File: src/rtl/mul_pkg.sv
// Shared definitions for the multiplier final stage: op encodings, widths and
// the payload captured from the Wallace tree into the first register stage.
package mul_pkg;

   localparam logic [1:0] MUL_OP_LO = 2'd0;
   localparam logic [1:0] MUL_OP_HS = 2'd1;
   localparam logic [1:0] MUL_OP_HU = 2'd2;

   localparam int PROD_W = 66;
   localparam int TAG_W  = 5;

   // The carry vector's top column has weight 2^PROD_W and is dropped before capture.
   typedef struct packed {
      logic [PROD_W-1:0] s;
      logic [PROD_W-2:0] c;
      logic              cin;
      logic [1:0]        op;
      logic [TAG_W-1:0]  tag;
   } s1_payload_t;

endpackage

File: src/rtl/mul_cpa.sv
// Carry-propagate adder a + b + cin, modulo 2^PW. Kept behavioural so synthesis
// is free to pick the adder architecture.
module mul_cpa
   import mul_pkg::*;
#(
   parameter int PW = PROD_W
) (
   input  logic [PW-1:0] a,
   input  logic [PW-1:0] b,
   input  logic          cin,
   output logic [PW-1:0] sum
);

   assign sum = a + b + PW'(cin);

endmodule

File: src/rtl/mul_final_stage.sv
// Final stage of the 33x33 multiplier: registers the Wallace sum/carry vectors,
// resolves them to the product, selects the requested word and hands it to MEM/WB.
module mul_final_stage
   import mul_pkg::*;
#(
   parameter int PW    = PROD_W,
   parameter int TAG_W = mul_pkg::TAG_W
) (
   input  logic             clk,
   input  logic             reset,
   input  logic             in_valid,
   output logic             in_ready,
   input  logic [PW-1:0]    in_s,
   input  logic [PW-1:0]    in_c,
   input  logic             in_cin,
   input  logic [1:0]       in_op,
   input  logic [TAG_W-1:0] in_tag,
   input  logic             flush,
   output logic             out_valid,
   input  logic             out_ready,
   output logic [31:0]      out_result,
   output logic [TAG_W-1:0] out_tag
);

   s1_payload_t      pay_p1_q, pay_p1_d;
   logic             vld_p1_q, vld_p1_d;
   logic             vld_p2_q, vld_p2_d;
   logic [31:0]      res_p2_q, res_p2_d;
   logic [TAG_W-1:0] tag_p2_q, tag_p2_d;

   logic             s1_adv, s2_adv, accept, move_p2;
   logic [PW-1:0]    prod;
   logic [31:0]      sel;
   logic             unused_bits;

   assign s2_adv   = !vld_p2_q | out_ready;
   assign s1_adv   = !vld_p1_q | s2_adv;
   assign in_ready = s1_adv;
   assign accept   = in_valid & s1_adv;
   assign move_p2  = vld_p1_q & s2_adv;

   // p1 -> p2: resolve sum/carry into the product and pick the result word
   mul_cpa #(.PW(PW)) u_cpa (
      .a   (pay_p1_q.s),
      .b   ({pay_p1_q.c, 1'b0}),
      .cin (pay_p1_q.cin),
      .sum (prod)
   );

   // Signedness was folded into the 33-bit operand extension upstream.
   always_comb begin
      case (pay_p1_q.op)
         MUL_OP_HS, MUL_OP_HU: sel = prod[63:32];
         default:              sel = prod[31:0];
      endcase
   end

   assign unused_bits = ^{in_c[PW-1], prod[PW-1:64]};

   always_comb begin
      pay_p1_d = pay_p1_q;
      res_p2_d = res_p2_q;
      tag_p2_d = tag_p2_q;
      if (accept) begin
         pay_p1_d = '{s: in_s, c: in_c[PW-2:0], cin: in_cin, op: in_op, tag: in_tag};
      end
      if (move_p2) begin
         res_p2_d = sel;
         tag_p2_d = pay_p1_q.tag;
      end
      vld_p1_d = accept | (vld_p1_q & !s2_adv);
      vld_p2_d = move_p2 | (vld_p2_q & !out_ready);
      if (flush) begin
         vld_p1_d = 1'b0;
         vld_p2_d = 1'b0;
      end
   end

   always_ff @(posedge clk) begin
      if (reset) begin
         vld_p1_q <= 1'b0;
         vld_p2_q <= 1'b0;
         res_p2_q <= '0;
         tag_p2_q <= '0;
      end else begin
         vld_p1_q <= vld_p1_d;
         vld_p2_q <= vld_p2_d;
         res_p2_q <= res_p2_d;
         tag_p2_q <= tag_p2_d;
      end
   end

   always_ff @(posedge clk) begin
      pay_p1_q <= pay_p1_d;
   end

   assign out_valid  = vld_p2_q;
   assign out_result = res_p2_q;
   assign out_tag    = tag_p2_q;

endmodule

File: config.mk
export PLATFORM = sky130hd
export DESIGN_NAME = mul_final_stage
export DESIGN_NICKNAME = d
export VERILOG_FILES = /design/src/rtl/mul_pkg.sv /design/src/rtl/mul_cpa.sv /design/src/rtl/mul_final_stage.sv
export SDC_FILE = /design/constraint.sdc
export NUM_CORES = 1
export LEC_CHECK = 0
export BUFFER_PORTS_ARGS = -buffer_cell sky130_fd_sc_hd__buf_2
export CAP_MARGIN = 20
export CORE_ASPECT_RATIO = 1.4
export CORE_MARGIN = 2
export CORE_UTILIZATION = 56
export CTS_CLUSTER_SIZE = 10
export DETAILED_ROUTE_END_ITERATION = 7
export PLACE_DENSITY = 0.9
export SLEW_MARGIN = 20
export SYNTH_ARGS = -nofsm -noshare
export SYNTH_HDL_FRONTEND = slang
export SYNTH_SLANG_ARGS = --single-unit
File: constraint.sdc
create_clock -name clk -period 6.8 [get_ports clk]
set_input_delay 1.7 -clock clk [delete_from_list [all_inputs] [get_ports clk]]
set_output_delay 1.7 -clock clk [all_outputs]
set_load 0.1 [all_outputs]
**After elaboration in Yosys (flattened, before gate mapping)**

Cells that the tools add are included.

- Flip-flop bits (word level): 174
- Input port bits: 145
- Output and inout port bits: 39
- Word-level logic and storage cells: 28

- Add/subtract/negate cells: 2
- Equality and inequality tests: 2
- Mux-type cells: 1
- Bitwise gates (word level): 8
- Reductions and logical operators: 6

Operators with widths:

| operator | count |
|---|---|
| 64-bit by 1-bit adder with 64-bit output | 1 |
| 64-bit adder | 1 |
| 32-bit 2-to-1 mux | 1 |
| 1-bit AND | 4 |
| 1-bit logical NOT | 4 |
| 1-bit OR | 4 |
| 2-bit OR reduction | 2 |
| 2-bit by 1-bit equality test with 1-bit output (second input constant) | 1 |
| 2-bit equality test (second input constant) | 1 |

**Depth between registers and ports, before layout**

Gate-level depths: netlist of run 1.

- Word-level depth: 5
- Gate-level depth with buffers: 12
- Mapped depth without buffers: 11

**Modules after synthesis**

A second synthesis of run 1 with hierarchy kept.

- Cells, all modules: 954
- Area total of the unflattened synthesis: 10,107.2 um2

By module, submodules not included:

| module | times used | cells an instance | area each (um2) | sequential area each (um2) |
|---|---|---|---|---|
| mul_final_stage | 1 | 354 | 6,097.1 | 4,954.8 |
| mul_cpa | 1 | 600 | 4,010.1 | 0.0 |

**Worst setup path after synthesis of run 1**

No wires, ideal clock.

- Kind: input to register
- From: input port out_ready
- To: register pay_p1_q[0] (netlist name), enable pin
- Setup time: 509 ps
- Data arrival time: 5,651 ps
- Data required time: 6,291 ps
- Setup slack: 640 ps
- Stages: 3
- Buffers on the path: 0
- Path through: nor2b_1 nand2_1 and2_1

- Cells in the longest elaborated chain, start to end: 3

Ends and longest elaborated chain:

| what | RTL line | RTL |
|---|---|---|
| start, declared | mul_final_stage.sv:20 | `input logic out_ready,` |
| 1-bit OR | mul_final_stage.sv:36 | `assign s2_adv = !vld_p2_q \| out_ready;` |
| 1-bit OR | mul_final_stage.sv:37 | `assign s1_adv = !vld_p1_q \| s2_adv;` |
| via in_ready | mul_final_stage.sv:12 | `output logic in_ready,` |
| 1-bit AND | mul_final_stage.sv:39 | `assign accept = in_valid & s1_adv;` |
| via accept | mul_final_stage.sv:31 | `logic s1_adv, s2_adv, accept, move_p2;` |
| end signal, assigned | mul_final_stage.sv:94 | `pay_p1_q <= pay_p1_d;` |
| end, declared | mul_final_stage.sv:25 | `s1_payload_t pay_p1_q, pay_p1_d;` |

The timed path passes the listed nets, and every way through them passes these cells.
A chain may end at the register's enable or synchronous reset.

**Worst setup path after layout of run 1**

- From: input port out_ready
- To: output port in_ready

- Cells in the longest elaborated chain, start to end: 2

Ends and longest elaborated chain:

| what | RTL line |
|---|---|
| 1-bit OR | mul_final_stage.sv:36 |
| 1-bit OR | mul_final_stage.sv:37 |
| end, declared | mul_final_stage.sv:12 |

No other way between the ends.

==> results of run 1 <==
==> sequential cells by signal, indices dropped and copies added (netlist names) <==
name,cells
pay_p1_q,135
out_result,32
out_tag,5
out_valid,1
vld_p1_q,1
==> cells by family (layout without fill, tap and decap cells) <==
logic type,Yosys count,count (layout),share of synthesized area [%]
buf+inv,60,228,3.22
mux,6,6,0.667
flops,174,174,49.6
simple gates,265,265,13.1
xor+xnor,49,49,4.40
fa+ha+maj,64,64,8.29
compound gates,299,299,20.8
==> metrics by stage <==
step / total power [W] / cells / instance area (µm²)
global route: 0.00303 / 1321 / 11300
floorplan: 0.00173 / 917 / 9760
CTS: 0.00293 / 1321 / 11300
global placement: 0.00190 / 1289 / 10700
detailed placement: 0.00191 / 1289 / 10700
finish: 0.00293 / 1321 / 11300
==> worst max-delay path, delay by kind of cell <==
family | cells | cell delay [ps]
and+or+nand+nor | 2 | 420
buffers and inverters | 2 | 400
==> routing by layer <==
layer	vias to the layer above	share of wire, %	GRT usage, %
met4	0	5.9	17.3
met1	3816	36	31.1
li1	3820	-	-
met2	378	51	49.8
met5	-	0	0
met3	97	7.2	6.76
==> cell usage after synthesis (all sizes together) (6+ instances only) <==
master	instances	area, µm²
a22oi	11	82.6
a21o	38	287
o22ai	6	37.5
nand4	27	169
a21oi	84	428
xnor2	33	289
nor2	78	293
a2111oi	10	109
clkbuf	28	125
nor3	23	120
and2	8	50.1
buf	16	114
a211oi	13	113
o211ai	8	65.1
dfxtp	39	781
o21bai	13	97.6
ha	63	788
o31ai	6	45.0
nand3	13	65.1
edfxtp	135	4050
a31oi	11	68.8
xor2	16	140
and3	7	45.1
inv	14	52.6
o21a	10	76.3
or3	7	43.8
o21ai	53	265
nand2	72	270
==> power groups by stage <==
stage / registers [W] / clock network (W) / logic [W]
4_1_cts: 0.00124 / 0.00104 / 0.000654
6_report: 0.00124 / 0.00103 / 0.000665
2_1_floorplan: 0.00135 / 0 / 0.000379
3_3_place_gp: 0.00125 / 0 / 0.000642
5_1_grt: 0.00124 / 0.00108 / 0.000710
3_5_place_dp: 0.00126 / 0 / 0.000648
==> final cells by class <==
cell class	instances	area [µm²]	area share (%)
Inverter	14	52.6	0.463
Multi-Input combinational cell	683	4620	40.7
Clock inverter	14	183	1.61
Sequential cell	174	4830	42.6
Clock buffer	18	439	3.87
Tap cell	236	295	2.60
Timing Repair Buffer	182	921	8.12
==> worst max path at each step <==
stage	to	depth (start not counted)
3_5_place_dp	in_ready	4
6_report	in_ready	4
3_3_place_gp	in_ready	4
4_1_cts	in_ready	4
2_1_floorplan	pay_p1_q[0]	3
5_1_grt	in_ready	4
==> impl_metrics.json, run 1 <==
{
  "status": "complete, but fails checks",
  "violations": "DRC",
  "end_kind": "output pin",
  "htree_num_levels": 4,
  "pwr-share-clk_pct": 35.1,
  "rsz0062_at_grt": "no",
  "switching_share_pct": 30.9,
  "start_kind": "input port",
  "clock_path_buffers": 2,
  "finalWirelength_um": 26400,
  "dr_total_vias": 8111,
  "reg2reg_depth": 11,
  "worstSkewPairLatency_ps": 440,
  "cp_common_cell": "buf_2",
  "fill_cells": 1354,
  "clk_root_buffer_cell": "clkbuf_16",
  "cts_resized": 0,
  "maxCapViolCount": 0,
  "dp_hpwl_um": 20300,
  "crit_path_top_delay_cell": "buf_2",
  "ys_seq_area_share_pct": 49.6,
  "path_max_fanout": 5,
  "die_w_um": 116,
  "total_leakage_power_nw": 4.61,
  "ant_nets": 0,
  "grt_pass1_wl_um": 40500,
  "synthArstFlopShare_pct": 0,
  "min_period_ps": 4230,
  "p_switching_w": 0.000906,
  "drtIter0Drc": 627,
  "r2r-end": "out_result[24]",
  "syn_inst": 917,
  "synth-edff-count": 135,
  "clkTransAtPathRegs_ps": 60,
  "synth_top_flop_cell": "edfxtp_1",
  "grtUsageTotal_pct": 28.7,
  "grt_pass1_vias": 8001,
  "fin_crit_sh_pct": 62.1,
  "ioPinCount": 184,
  "ir_worst_vdd_mv": 0.163,
  "cpPeakStageDelay_ps": 310,
  "hold_end": "out_tag[0]",
  "cts_tree": "done",
  "ys_types": 80,
  "reg2reg_setup_slack_ps": 3240,
  "setup_viol": 0,
  "fin_worst_skew_ps": 9.12,
  "setup_slack_ps": 2570,
  "min_path_type": "reg -> reg",
  "routed_via_density": 6.14,
  "die_h_um": 160,
  "core_region_area_mm2": 0.0172,
  "fin_util_pct": 66.0,
  "avgSynthCellArea_um2": 10.6,
  "final_cell_mix": "buf_2 (178), edfxtp_1 (135), a21oi_1 (82)",
  "powerDensity_mw_per_mm2": 258,
  "numPortBuffers": 178,
  "rows": 57,
  "seqPwrFrac_pct": 42.2,
  "hold_viol": 0,
  "die_area_mm2": 0.0185,
  "synth_area_mm2": 0.00976,
  "cp_cell_sequence": "buf_2 > nor2b_1 > nand2_1 > buf_2",
  "power_frac_comb_pct": 22.7,
  "yosysWarnings": 0,
  "grt_max_degree": 70,
  "antenna_cells": 0,
  "final_common_cell": "buf_2",
  "hold_buffers": 0,
  "ys_ff_latch": 174,
  "timing.fmax_mhz": 237,
  "hold_ws_ps": 452,
  "start_util_pct": 56.8,
  "finalSetupTns_ps": 0,
  "drtPass1Iterations": 7,
  "synthesis.nets": 1126,
  "area_delta_synth_final_pct": 16.3,
  "drv_slew": 0,
  "dp_slack_ps": 2600,
  "hp-start": "out_tag[0]",
  "grt_antenna_before_repair": 0,
  "cts_num_sinks": 174,
  "nets": 1281,
  "drc": 1,
  "critPathRequiredTime_ps": 5100,
  "avgRoutedWirePerCell_um": 20.0,
  "post_cts_buffers": 0,
  "relSlewSlack_pct": 26.9,
  "cts_buffers": 17,
  "drive_above_1_share_pct": 22.4,
  "rr_startpoint": "pay_p1_q[73]",
  "holdPathStages": 2,
  "p_int_w": 0.00202,
  "critPathArrivalTime_ps": 2530,
  "gp_congestion": 1.02,
  "overflow": 0,
  "critPathKind": "in -> out",
  "tightest_slew_ps": 1090,
  "crit_start": "out_ready"
}
Power figures use the tool's default switching activity.
==> run 2: changes to the inputs <==
Clock period 6.8 ns to 4.08 ns, I/O delays scaled along.
==> run 2 against run 1 <==
The flow now finishes without violations. Combinational power increased by 68%. Final cell count grew 0.38%. Clock skew up 2.2 ps. Clock power increased by 57%. Design area barely moved. Routed wire length increased by 1.0%. Non-clock buffer count grew 5. Sequential share of layout area about the same. Die area unchanged. Sequential cell count did not move. Critical path depth rose by 7. Register-to-register slack got worse by 2800 ps. Largest power group unchanged.
==> impl_metrics.json, run 2 (same netlist as run 1, synthesis figures left out) <==
{
  "status": "finished clean",
  "ir_worst_vdd_mv": 0.282,
  "cts_resized": 0,
  "critPathKind": "reg -> reg",
  "multiInputGateArea_mm2": 0.00461,
  "overflow": 0,
  "rows": 57,
  "area_delta_synth_final_pct": 16.4,
  "start_kind": "register",
  "avgRoutedWirePerCell_um": 20.1,
  "p_int_w": 0.00330,
  "die_h_um": 160,
  "dp_hpwl_um": 20400,
  "pwr-share-clk_pct": 33.8,
  "start_util_pct": 56.8,
  "drtPass1Iterations": 5,
  "total_leakage_power_nw": 4.61,
  "drtIter0Drc": 792,
  "finalSetupTns_ps": 0,
  "hold_ws_ps": 454,
  "drv_slew": 0,
  "setup_viol": 0,
  "seqPwrFrac_pct": 42.8,
  "clk_root_buffer_cell": "clkbuf_16",
  "relSlewSlack_pct": 44.1,
  "total_power_w": 0.00480,
  "fin_worst_skew_ps": 11.3,
  "ant_nets": 0,
  "clkTransAtPathRegs_ps": 70,
  "finalWirelength_um": 26700,
  "end_kind": "register",
  "nets": 1286,
  "min_period_ps": 3650,
  "min_path_type": "reg -> reg",
  "powerDensity_mw_per_mm2": 423,
  "final_cell_mix": "buf_2 (178), edfxtp_1 (135), a21oi_1 (82)",
  "grt_antenna_before_repair": 1,
  "grt_pass1_wl_um": 41300,
  "critPathRequiredTime_ps": 4430,
  "fin_crit_sh_pct": 89.5,
  "ioPinCount": 184,
  "drive_above_1_share_pct": 22.6,
  "antenna_cells": 0,
  "worstSkewPairLatency_ps": 440,
  "fill_cells": 1330,
  "cts_buffers": 17,
  "timing.fmax_mhz": 274,
  "placed_area_mm2": 0.0108,
  "final_common_cell": "buf_2",
  "gp_congestion": 1.02,
  "dr_total_vias": 8175,
  "cts_tree": "done",
  "largest-register": "pay_p1_q",
  "numPortBuffers": 178,
  "largest_register_ffs": 135,
  "rsz0062_at_grt": "no",
  "clock_path_buffers": 2,
  "cts_num_sinks": 174,
  "grt_max_degree": 69,
  "seqCellArea_mm2": 0.00483,
  "die_w_um": 116,
  "grtUsageTotal_pct": 29.1,
  "p_switching_w": 0.00150,
  "drc": 0,
  "hold_buffers": 0,
  "tightest_slew_ps": 830,
  "htree_num_levels": 4,
  "die_area_mm2": 0.0185,
  "hold_viol": 0,
  "switching_share_pct": 31.3,
  "path_max_fanout": 4,
  "post_cts_buffers": 0,
  "maxCapViolCount": 0,
  "stdcell_area_mm2": 0.0114,
  "routed_via_density": 6.17,
  "critPathArrivalTime_ps": 4010,
  "core_region_area_mm2": 0.0172,
  "grt_pass1_vias": 7973,
  "power_frac_comb_pct": 23.3
}
## run 2: cell type report
class	count	share of cell area (%)
inverters	14	0.463
clock buffers	18	3.78
flip-flops and latches	174	42.6
well taps	236	2.60
clock inverters	14	1.41
repair buffers	187	8.55
multi-input cells	683	40.6
## run 2: metal layers
layer	vias to the layer above	part of all wire, %	track usage (%)	routed length, µm
met5	-	0.041	0	11
met4	2	5.3	15.9	1420
met3	102	7.4	6.11	1980
met2	406	51	50.8	13700
met1	3830	36	32.5	9640
li1	3835	-	-	-
## run 2: final timing paths
kind,startpoint,to,slack (ps),depth (start not counted)
hold reg to reg,out_tag[2],out_tag[2],450,2
hold / removal,out_tag[2],out_tag[2],450,2
setup / recovery,pay_p1_q[73],out_result[24],430,11
setup reg to reg,pay_p1_q[73],out_result[24],430,11
## run 2: metrics by stage
step	std cells	utilization [%]	worst slack, ps
floorplan	917	-	55.7
global placement	1294	62.6	628
detailed placement	1294	62.6	540
CTS	1326	66.1	498
global route	1326	66.1	359
finish	1326	66.1	428
## run 2: power groups by stage
stage,sequential [W],clock [W],combinational [W]
after CTS,0.00206,0.00164,0.00109
final,0.00206,0.00162,0.00112
after global placement,0.00209,0,0.00107
after floorplan,0.00224,0,0.000632
after global routing,0.00207,0.00171,0.00119
after detailed placement,0.00209,0,0.00108
## run 2: critical path: stages (launching register included)
cell and delay, ps:
edfxtp_1 380, ha_1 250, fa_1 420, a21o_1 240, a221oi_4 330, o21a_2 250
o41a_1 220, o221ai_2 190, a2111oi_2 590, nor3_1 150, mux2_4 330, a211oi_2 210
